### src/rtl/rom_burst_reader_if.sv
// ROM read bus plus byte-stream handshake used by rom_burst_reader.
// master = burst reader, slave = ROM/consumer side.
interface rom_burst_reader_if #(
    parameter int ADDR_W = 8,
    parameter int DATA_W = 8
);
    logic [ADDR_W-1:0] mem_addr;
    logic              mem_read_en;
    logic              mem_ce;
    logic [DATA_W-1:0] mem_data;
    logic [DATA_W-1:0] out_data;
    logic              out_valid;
    logic              out_ready;
    logic              out_last;

    modport master (
        output mem_addr,
        output mem_read_en,
        output mem_ce,
        input  mem_data,
        output out_data,
        output out_valid,
        output out_last,
        input  out_ready
    );

    modport slave (
        input  mem_addr,
        input  mem_read_en,
        input  mem_ce,
        output mem_data,
        input  out_data,
        input  out_valid,
        input  out_last,
        output out_ready
    );
endinterface

### src/rtl/rom_burst_reader.sv
// Walks a wrap-around ROM address range and streams each byte
// through a single registered valid/ready output stage.
module rom_burst_reader #(
    parameter int ADDR_W = 8,
    parameter int DATA_W = 8
) (
    input  logic              clk,
    input  logic              rst_n,
    input  logic              start,
    input  logic [ADDR_W-1:0] start_addr,
    input  logic [ADDR_W:0]   length,
    output logic              busy,
    output logic              done,
    rom_burst_reader_if.master bus
);
    typedef enum logic [1:0] {
        IDLE  = 2'd0,
        READ  = 2'd1,
        DRAIN = 2'd2
    } state_e;

    localparam logic [ADDR_W:0] ONE = 1;

    state_e            state_q, state_d;
    logic [ADDR_W-1:0] cur_addr_q, cur_addr_d;
    logic [ADDR_W:0]   remaining_q, remaining_d;
    logic [DATA_W-1:0] out_data_q, out_data_d;
    logic              out_valid_q, out_valid_d;
    logic              out_last_q, out_last_d;
    logic              done_q, done_d;
    logic              fetch;
    logic              xfer;

    // Refill the output stage whenever it is empty or being emptied.
    assign fetch = (state_q == READ) && (!out_valid_q || bus.out_ready);
    assign xfer  = out_valid_q && bus.out_ready;

    always_comb begin
        state_d     = state_q;
        cur_addr_d  = cur_addr_q;
        remaining_d = remaining_q;
        out_data_d  = out_data_q;
        out_valid_d = out_valid_q;
        out_last_d  = out_last_q;
        done_d      = 1'b0;
        unique case (state_q)
            IDLE: begin
                if (start) begin
                    if (length != '0) begin
                        cur_addr_d  = start_addr;
                        remaining_d = length;
                        state_d     = READ;
                    end else begin
                        done_d = 1'b1;
                    end
                end
            end
            READ: begin
                if (fetch) begin
                    out_data_d  = bus.mem_data;
                    out_valid_d = 1'b1;
                    out_last_d  = (remaining_q == ONE);
                    cur_addr_d  = cur_addr_q + 1'b1;
                    remaining_d = remaining_q - ONE;
                    if (remaining_q == ONE) begin
                        state_d = DRAIN;
                    end
                end
            end
            DRAIN: begin
                if (xfer) begin
                    out_valid_d = 1'b0;
                    out_last_d  = 1'b0;
                    done_d      = 1'b1;
                    state_d     = IDLE;
                end
            end
            default: state_d = IDLE;
        endcase
    end

    always_ff @(posedge clk or negedge rst_n) begin
        if (!rst_n) begin
            state_q     <= IDLE;
            cur_addr_q  <= '0;
            remaining_q <= '0;
            out_data_q  <= '0;
            out_valid_q <= 1'b0;
            out_last_q  <= 1'b0;
            done_q      <= 1'b0;
        end else begin
            state_q     <= state_d;
            cur_addr_q  <= cur_addr_d;
            remaining_q <= remaining_d;
            out_data_q  <= out_data_d;
            out_valid_q <= out_valid_d;
            out_last_q  <= out_last_d;
            done_q      <= done_d;
        end
    end

    assign bus.mem_addr    = cur_addr_q;
    assign bus.mem_ce      = fetch;
    assign bus.mem_read_en = fetch;
    assign bus.out_data    = out_data_q;
    assign bus.out_valid   = out_valid_q;
    assign bus.out_last    = out_last_q;
    assign busy            = (state_q != IDLE);
    assign done            = done_q;
endmodule

### src/flat_wrapper.sv
// flat-port wrapper written by rule: the top's interface ports become plain ports
module rom_burst_reader_flat 
#(
    parameter int ADDR_W = 8,
    parameter int DATA_W = 8
)
  (clk, rst_n, start, start_addr, length, busy, done, bus_mem_addr, bus_mem_read_en, bus_mem_ce, bus_mem_data, bus_out_data, bus_out_valid, bus_out_last, bus_out_ready);
  rom_burst_reader_if #(.ADDR_W(ADDR_W), .DATA_W(DATA_W)) bus_i ();
  input  logic clk;
  input  logic rst_n;
  input  logic start;
  input  logic [ADDR_W-1:0] start_addr;
  input  logic [ADDR_W:0] length;
  output logic busy;
  output logic done;
  output wire logic [$bits(bus_i.mem_addr)-1:0] bus_mem_addr;
  output wire logic [$bits(bus_i.mem_read_en)-1:0] bus_mem_read_en;
  output wire logic [$bits(bus_i.mem_ce)-1:0] bus_mem_ce;
  input wire logic [$bits(bus_i.mem_data)-1:0] bus_mem_data;
  output wire logic [$bits(bus_i.out_data)-1:0] bus_out_data;
  output wire logic [$bits(bus_i.out_valid)-1:0] bus_out_valid;
  output wire logic [$bits(bus_i.out_last)-1:0] bus_out_last;
  input wire logic [$bits(bus_i.out_ready)-1:0] bus_out_ready;
  assign bus_mem_addr = bus_i.mem_addr;
  assign bus_mem_read_en = bus_i.mem_read_en;
  assign bus_mem_ce = bus_i.mem_ce;
  assign bus_i.mem_data = bus_mem_data;
  assign bus_out_data = bus_i.out_data;
  assign bus_out_valid = bus_i.out_valid;
  assign bus_out_last = bus_i.out_last;
  assign bus_i.out_ready = bus_out_ready;
  rom_burst_reader #(.ADDR_W(ADDR_W), .DATA_W(DATA_W)) u_core (.clk(clk), .rst_n(rst_n), .start(start), .start_addr(start_addr), .length(length), .busy(busy), .done(done), .bus(bus_i));
endmodule
### config.mk
export PLATFORM = sky130hd
export DESIGN_NAME = rom_burst_reader_flat
export DESIGN_NICKNAME = d
export VERILOG_FILES = /design/src/rtl/rom_burst_reader_if.sv /design/src/rtl/rom_burst_reader.sv /design/src/flat_wrapper.sv
export SDC_FILE = /design/constraint.sdc
export NUM_CORES = 1
export LEC_CHECK = 0
export ABC_AREA = 0
export BUFFER_PORTS_ARGS = -buffer_cell sky130_fd_sc_hd__buf_2
export CORE_MARGIN = 5
export CORE_UTILIZATION = 52
export CTS_CLUSTER_DIAMETER = 200
export DETAILED_ROUTE_END_ITERATION = 8
export GPL_ROUTABILITY_DRIVEN = 0
export MAX_ROUTING_LAYER = met4
export PLACE_DENSITY = 0.83
export SLEW_MARGIN = 10
export SYNTH_ARGS = -nofsm -noshare
export SYNTH_HDL_FRONTEND = slang
export SYNTH_SLANG_ARGS = --single-unit
### constraint.sdc
create_clock -name clk -period 2.5 [get_ports clk]
set_input_delay 0.25 -clock clk [delete_from_list [all_inputs] [get_ports clk]]
set_output_delay 0.25 -clock clk [all_outputs]
set_load 0.01 [all_outputs]
======== Word-level counts from Yosys, hierarchy flattened ========
Cells that the tools add are included.
cells by class
  add/subtract/negate cells ............... 2
  equality and inequality tests ........... 8
  muxes and demuxes ....................... 23
  reductions and logical operators ........ 13
operator list
  cell                                                                      number
  9-bit two-way mux                                                         3
  8-bit two-way mux                                                         3
  9-bit case mux with 2 select lines                                        1
  8-bit case mux with 2 select lines                                        1
  2-bit two-way mux                                                         5
  9-bit by 1-bit equality test with 1-bit output (second input constant)    1
  9-bit nonzero test                                                        1
  9-bit by 1-bit subtractor with 9-bit output (second input constant)       1
  8-bit by 1-bit adder with 8-bit output (second input constant)            1
  1-bit two-way mux                                                         6
  2-bit inequality test (second input constant)                             3
  1-bit case mux with 2 select lines                                        3
  2-bit case mux with 3 select lines                                        1
  2-bit nonzero test                                                        3
  5-bit AND reduction                                                       1
  2-bit by 1-bit inequality test with 1-bit output (second input constant)  2
  4-bit AND reduction                                                       1
  3-bit AND reduction                                                       1
  2-bit by 1-bit equality test with 1-bit output (second input constant)    1
  2-bit equality test (second input constant)                               1
  1-bit logical AND                                                         2
  2-bit logical NOT                                                         1
  2-bit AND reduction                                                       1
  1-bit logical NOT                                                         1
  1-bit logical OR                                                          1
word-level totals
  register bits ........................... 30
  input bits .............................. 29
  output and inout bits ................... 22
  word-level logic and storage cells ...... 53

======== Longest topological paths before layout ========
  depth in word-level cells ............... 5
  mapped depth ............................ 8
  depth with buffers taken out ............ 6

======== Worst setup path after synthesis ========
Ideal clock, no wire load.
  path kind ............................... register to register
  start point ............................. reg u_core.remaining_q[0]
  end point ............................... reg u_core.remaining_q[6]
  library setup time ...................... 0.141 ns
  data arrival time ....................... 1.722 ns
  required time ........................... 2.359 ns
  setup slack ............................. 0.637 ns
  stages on the path, launching flop included .. 7
  buffers on the path ..................... 0
  period minus slack after synthesis ...... 1.863 ns
  cell sequence ........................... dfrtp_1 inv_1 ha_1 or4b_4 or3_1 o31ai_2 a221oi_1
between the ends
  word-level cells in the longest chain between the ends .. 3
ends and longest elaborated chain
  what                                         RTL line                RTL
  start: declaration                           rom_burst_reader.sv:26  logic [ADDR_W:0] remaining_q, remaining_d;
  start signal: assignment                     rom_burst_reader.sv:94  remaining_q <= remaining_d;
  9-bit by 1-bit subtractor with 9-bit output  rom_burst_reader.sv:64  remaining_d = remaining_q - ONE;
  9-bit two-way mux                            rom_burst_reader.sv:59  if (fetch) begin
  9-bit case mux with 2 select lines           rom_burst_reader.sv:46  unique case (state_q)
No other way between the ends. The select of a mux whose other input is x is not followed.
A chain may end at the register's enable or synchronous reset.

======== Worst setup path after layout ========
  start point ............................. reg u_core.state_q[0]
  end point ............................... reg u_core.remaining_q[3]
between the ends
  word-level cells in the longest chain between the ends .. 4
ends and longest elaborated chain
  what                                            RTL line                                        RTL
  start: declaration                              rom_burst_reader.sv:24                          state_e state_q, state_d;
  start signal: assignment                        rom_burst_reader.sv:92                          state_q <= state_d;
  2-bit by 1-bit equality test with 1-bit output  rom_burst_reader.sv:35, rom_burst_reader.sv:46
  1-bit logical AND                               rom_burst_reader.sv:35                          assign fetch = (state_q == READ) && (!out_valid_q || bus.out_ready);
  2-bit inequality test (no line)                 --
  4-bit AND reduction (no line)                   --
Parallel ways exist; a longest one is shown, timed or not.

==> flow_metrics.py <==
metrics = {
    "hold_path": {
        "holdPathStages": 3,
        "hp-class": "primary input to flop",
    },
    "critical_path": {
        "critical_path.slowest_cell": "a221o_2",
        "worstReg2RegStart": "u_core.state_q[0]",
        "cp_slowest_stage_delay_ns": 0.40,
        "worstSetupEndpoint": "u_core.remaining_q[3]",
        "startpoint_type_of_the_worst_setup_path": "flop",
        "worst-setup-path-type": "flop to flop",
        "critical_path_end_type": "flop",
        "worst_path_cell_chain": "inv_1 > ha_1 > nor4b_4 > and4_1 > buf_4 > or2_4 > a221o_2",
        "worst-endpoint-arrival_ns": 2.47,
        "crit_required_ns": 2.73,
        "worst-r2r-cell-count": 7,
        "cp.depth": 7,
        "critPathTopFamily": "simple AND/OR/NAND/NOR gates",
        "regToRegEndpoint": "u_core.remaining_q[3]",
        "worstPathMaxFanout": 13,
        "crit_start": "u_core.state_q[0]",
        "cp_num_buf_inv": 2,
        "regToRegSetupSlack_ns": 0.26,
    },
    "cells_and_area": {
        "num-nets-final": 275,
        "area_delta_synth_final_pct": 18.4,
        "final.fill_count": 305,
        "antenna-diode-count": 0,
        "layout-drive-gt1-share": 0.350,
        "final_core_utilization": 0.653,
        "layoutNonFillerInstCount": 286,
        "final_cell_area_um2": 2230,
    },
    "place": {
        "portBuffers": 50,
        "dp_cells": 277,
        "post_dp_cell_area_um2": 2160,
        "dp_hpwl_mm": 3.31,
    },
    "cts": {
        "postCtsSetupRepairBufs": 0,
        "clock_tree.root_cell": "clkbuf_4",
        "insertion_delay_ns": 0.34,
        "cts-resized-gates": 0,
        "h-tree-depth": 2,
        "cts_sinks": 30,
        "clk_transition_reported_paths_ns": 0.11,
        "cts_inserted_buffers": 5,
        "cts_tree": "yes",
        "cts_max_path_buffers": 2,
    },
    "die": {
        "floorplan.rows": 21,
        "die-width_um": 70.2,
        "floorplan.io_pins": 51,
        "floorplan.initialDensity": 0.552,
        "die-height_um": 70.2,
        "die_area_um2": 4930,
        "design.core.area_um2": 3420,
    },
    "outcome": {
        "run_status": "finished clean",
    },
    "yosys": {
        "ys_async_sr_fraction": 1.00,
        "synth.ff_latch_count": 30,
        "post_synth_most_frequent_cells": "dfrtp_1, inv_1, nand2_1",
        "yosysMostFrequentCell": "dfrtp_1",
        "synth_seq_area_share": 0.398,
        "synth_top_family_by_area": "compound AO/OA/AOI/OAI gates",
        "synth_area_per_cell_um2": 10.1,
        "synth.net_count": 223,
        "simple_gate_share_of_the_synthesized_area": 0.188,
        "post_synth_inst_count": 187,
        "ys.warnings.count": 0,
        "synth_xor_area_frac": 0,
        "synth_cell_types": 50,
        "yosys.area.top_type": "dfrtp_1",
        "synth_area_um2": 1880,
        "synth-edff-count": 0,
        "post_synth_main_area_contributors": "dfrtp_1, mux2_2, ha_1",
        "netlist.area_leader.share": 0.398,
        "synth_adder_area_share": 0.0465,
        "postSynth.topFlopCell": "dfrtp_1",
        "compound_gate_fraction_of_synth_area": 0.214,
        "fraction_of_synthesized_area_in_multiplexers": 0.0810,
    },
    "detailed_routing": {
        "routed_via_density": 5.81,
        "drt_drc_violations_left": 0,
        "post_drt_wl_per_cell_um": 15.4,
        "drtPass1Iterations": 4,
        "dr.first_iter.drc_count": 128,
        "wirelength_mm": 4.40,
        "via_count": 1662,
        "antenna_violating_nets_post_route": 0,
    },
    "global_route": {
        "antenna_violations_before_repair": 0,
        "vias_in_the_first_global_route": 1612,
        "total_track_usage": 0.187,
        "gr-total-overflow": 0,
        "largest_net_degree_at_the_start_of_global_routing": 31,
        "grt_pass1_wl_mm": 7.28,
    },
    "sta": {
        "final_sum_of_negative_setup_slack_ns": 0,
        "count_of_endpoints_failing_setup_in_the_final_report": 0,
        "final_period_minus_worst_setup_slack_ns": 2.24,
        "hold_viol": 0,
        "worst_slew_pin_slew_ns": 0.760,
        "maxClockFrequency_ghz": 0.446,
        "final_period_util": 0.896,
        "timing.max_slew.rel_slack": 0.490,
        "final.setup_skew_ns": 0.0143,
        "rsz_0062_raised_after_global_routing": "no",
        "final-max-slew-violation-count": 0,
    },
    "power_and_ir_drop": {
        "power.total_mw": 2.74,
        "power_leakage_nw": 1.04,
        "pwr_density_cell_nw_per_um2": 1230,
        "vdd_drop_max_uv": 718,
    },
    "flow_run": {
        "timing.max_cap.violations": 0,
    },
}
flip-flops by register name (all words and copies together), names as in the netlist:
signal	count
u_core.remaining_q	9
u_core.bus.mem_addr	8
u_core.bus.out_data	8
u_core.state_q	2
u_core.bus.out_last	1
u_core.bus.out_valid	1
u_core.done	1
cells by family (layout without fill, tap and decap cells):
kind of cell             count (synthesis)  count (layout)
AO/OA/AOI/OAI                           51              51
multiplexers                            14              14
buffers and inverters                   28              81
flip-flops                              30              30
AND/OR/NAND/NOR                         57              57
adder cells (fa/ha/maj)                  7               7
power by group:
| group | total, mW | switching (mW) | leakage (nW) | internal [mW] |
|---|---|---|---|---|
| Combinational | 1.46 | 0.771 | 0.646 | 0.686 |
| Clock | 0.323 | 0.188 | 0.0343 | 0.135 |
| Sequential | 0.955 | 0.237 | 0.357 | 0.718 |
| Total | 2.74 | 1.20 | 1.04 | 1.54 |
cells in the final DEF, fill, tap and decap left out, types with 5 or more instances in the layout:
master,n
nor4_1,5
buf_4,5
ha_1,7
dfrtp_1,30
buf_2,50
mux2_2,10
o31ai_1,11
nor2_1,7
nand2_1,12
inv_1,17
o21ai_0,9
clkbuf_4,5
repair_timing:
| item | in CTS | in global routing |
|---|---|---|
| setup endpoints to repair | 0 | 0 |
| hold endpoints to repair | 30 | 0 |
| hold buffers | 1 | 0 |
how the worst min path moves through the flow:
stage | from | end
after floorplan | rst_n | u_core.bus.mem_addr[0]
final | start_addr[2] | u_core.bus.mem_addr[2]
after CTS | start_addr[2] | u_core.bus.mem_addr[2]
after global routing | bus_mem_data[4] | u_core.bus.out_data[4]
after global placement | rst_n | u_core.remaining_q[2]
after detailed placement | rst_n | u_core.remaining_q[2]
tightest hold or removal path, cell delays in order:
cell and delay [ns]:
buf_2 0.08, a32oi_1 0.04, nand3_1 0.07
final cells by class:
cell class                 instances  area [µm²]  share of cell area
clock buffer                       6        51.3              0.0230
clock inverter                     2        12.5             0.00561
inverter                          17        63.8              0.0286
multi-input combinational        129         997               0.447
sequential                        30         751               0.337
tap                               46        57.6              0.0258
timing repair buffer              56         298               0.133
through the flow:
stage / hold WS [ns] / worst slack, ns
after floorplan: -0.0456 / 0.637
after global placement: 0.329 / 0.349
after detailed placement: 0.324 / 0.291
after CTS: 0.119 / 0.269
after global routing: 0.112 / 0.145
final: 0.124 / 0.259
per-layer routing:
layer	track usage	vias to the layer above	routed length, µm
met4	0.0319	0	25
met1	0.250	785	1950
li1	-	807	-
met3	0.0646	4	387
met2	0.280	66	2040
met5	-	-	0
No activity file was read; power rests on OpenSTA's default activity.
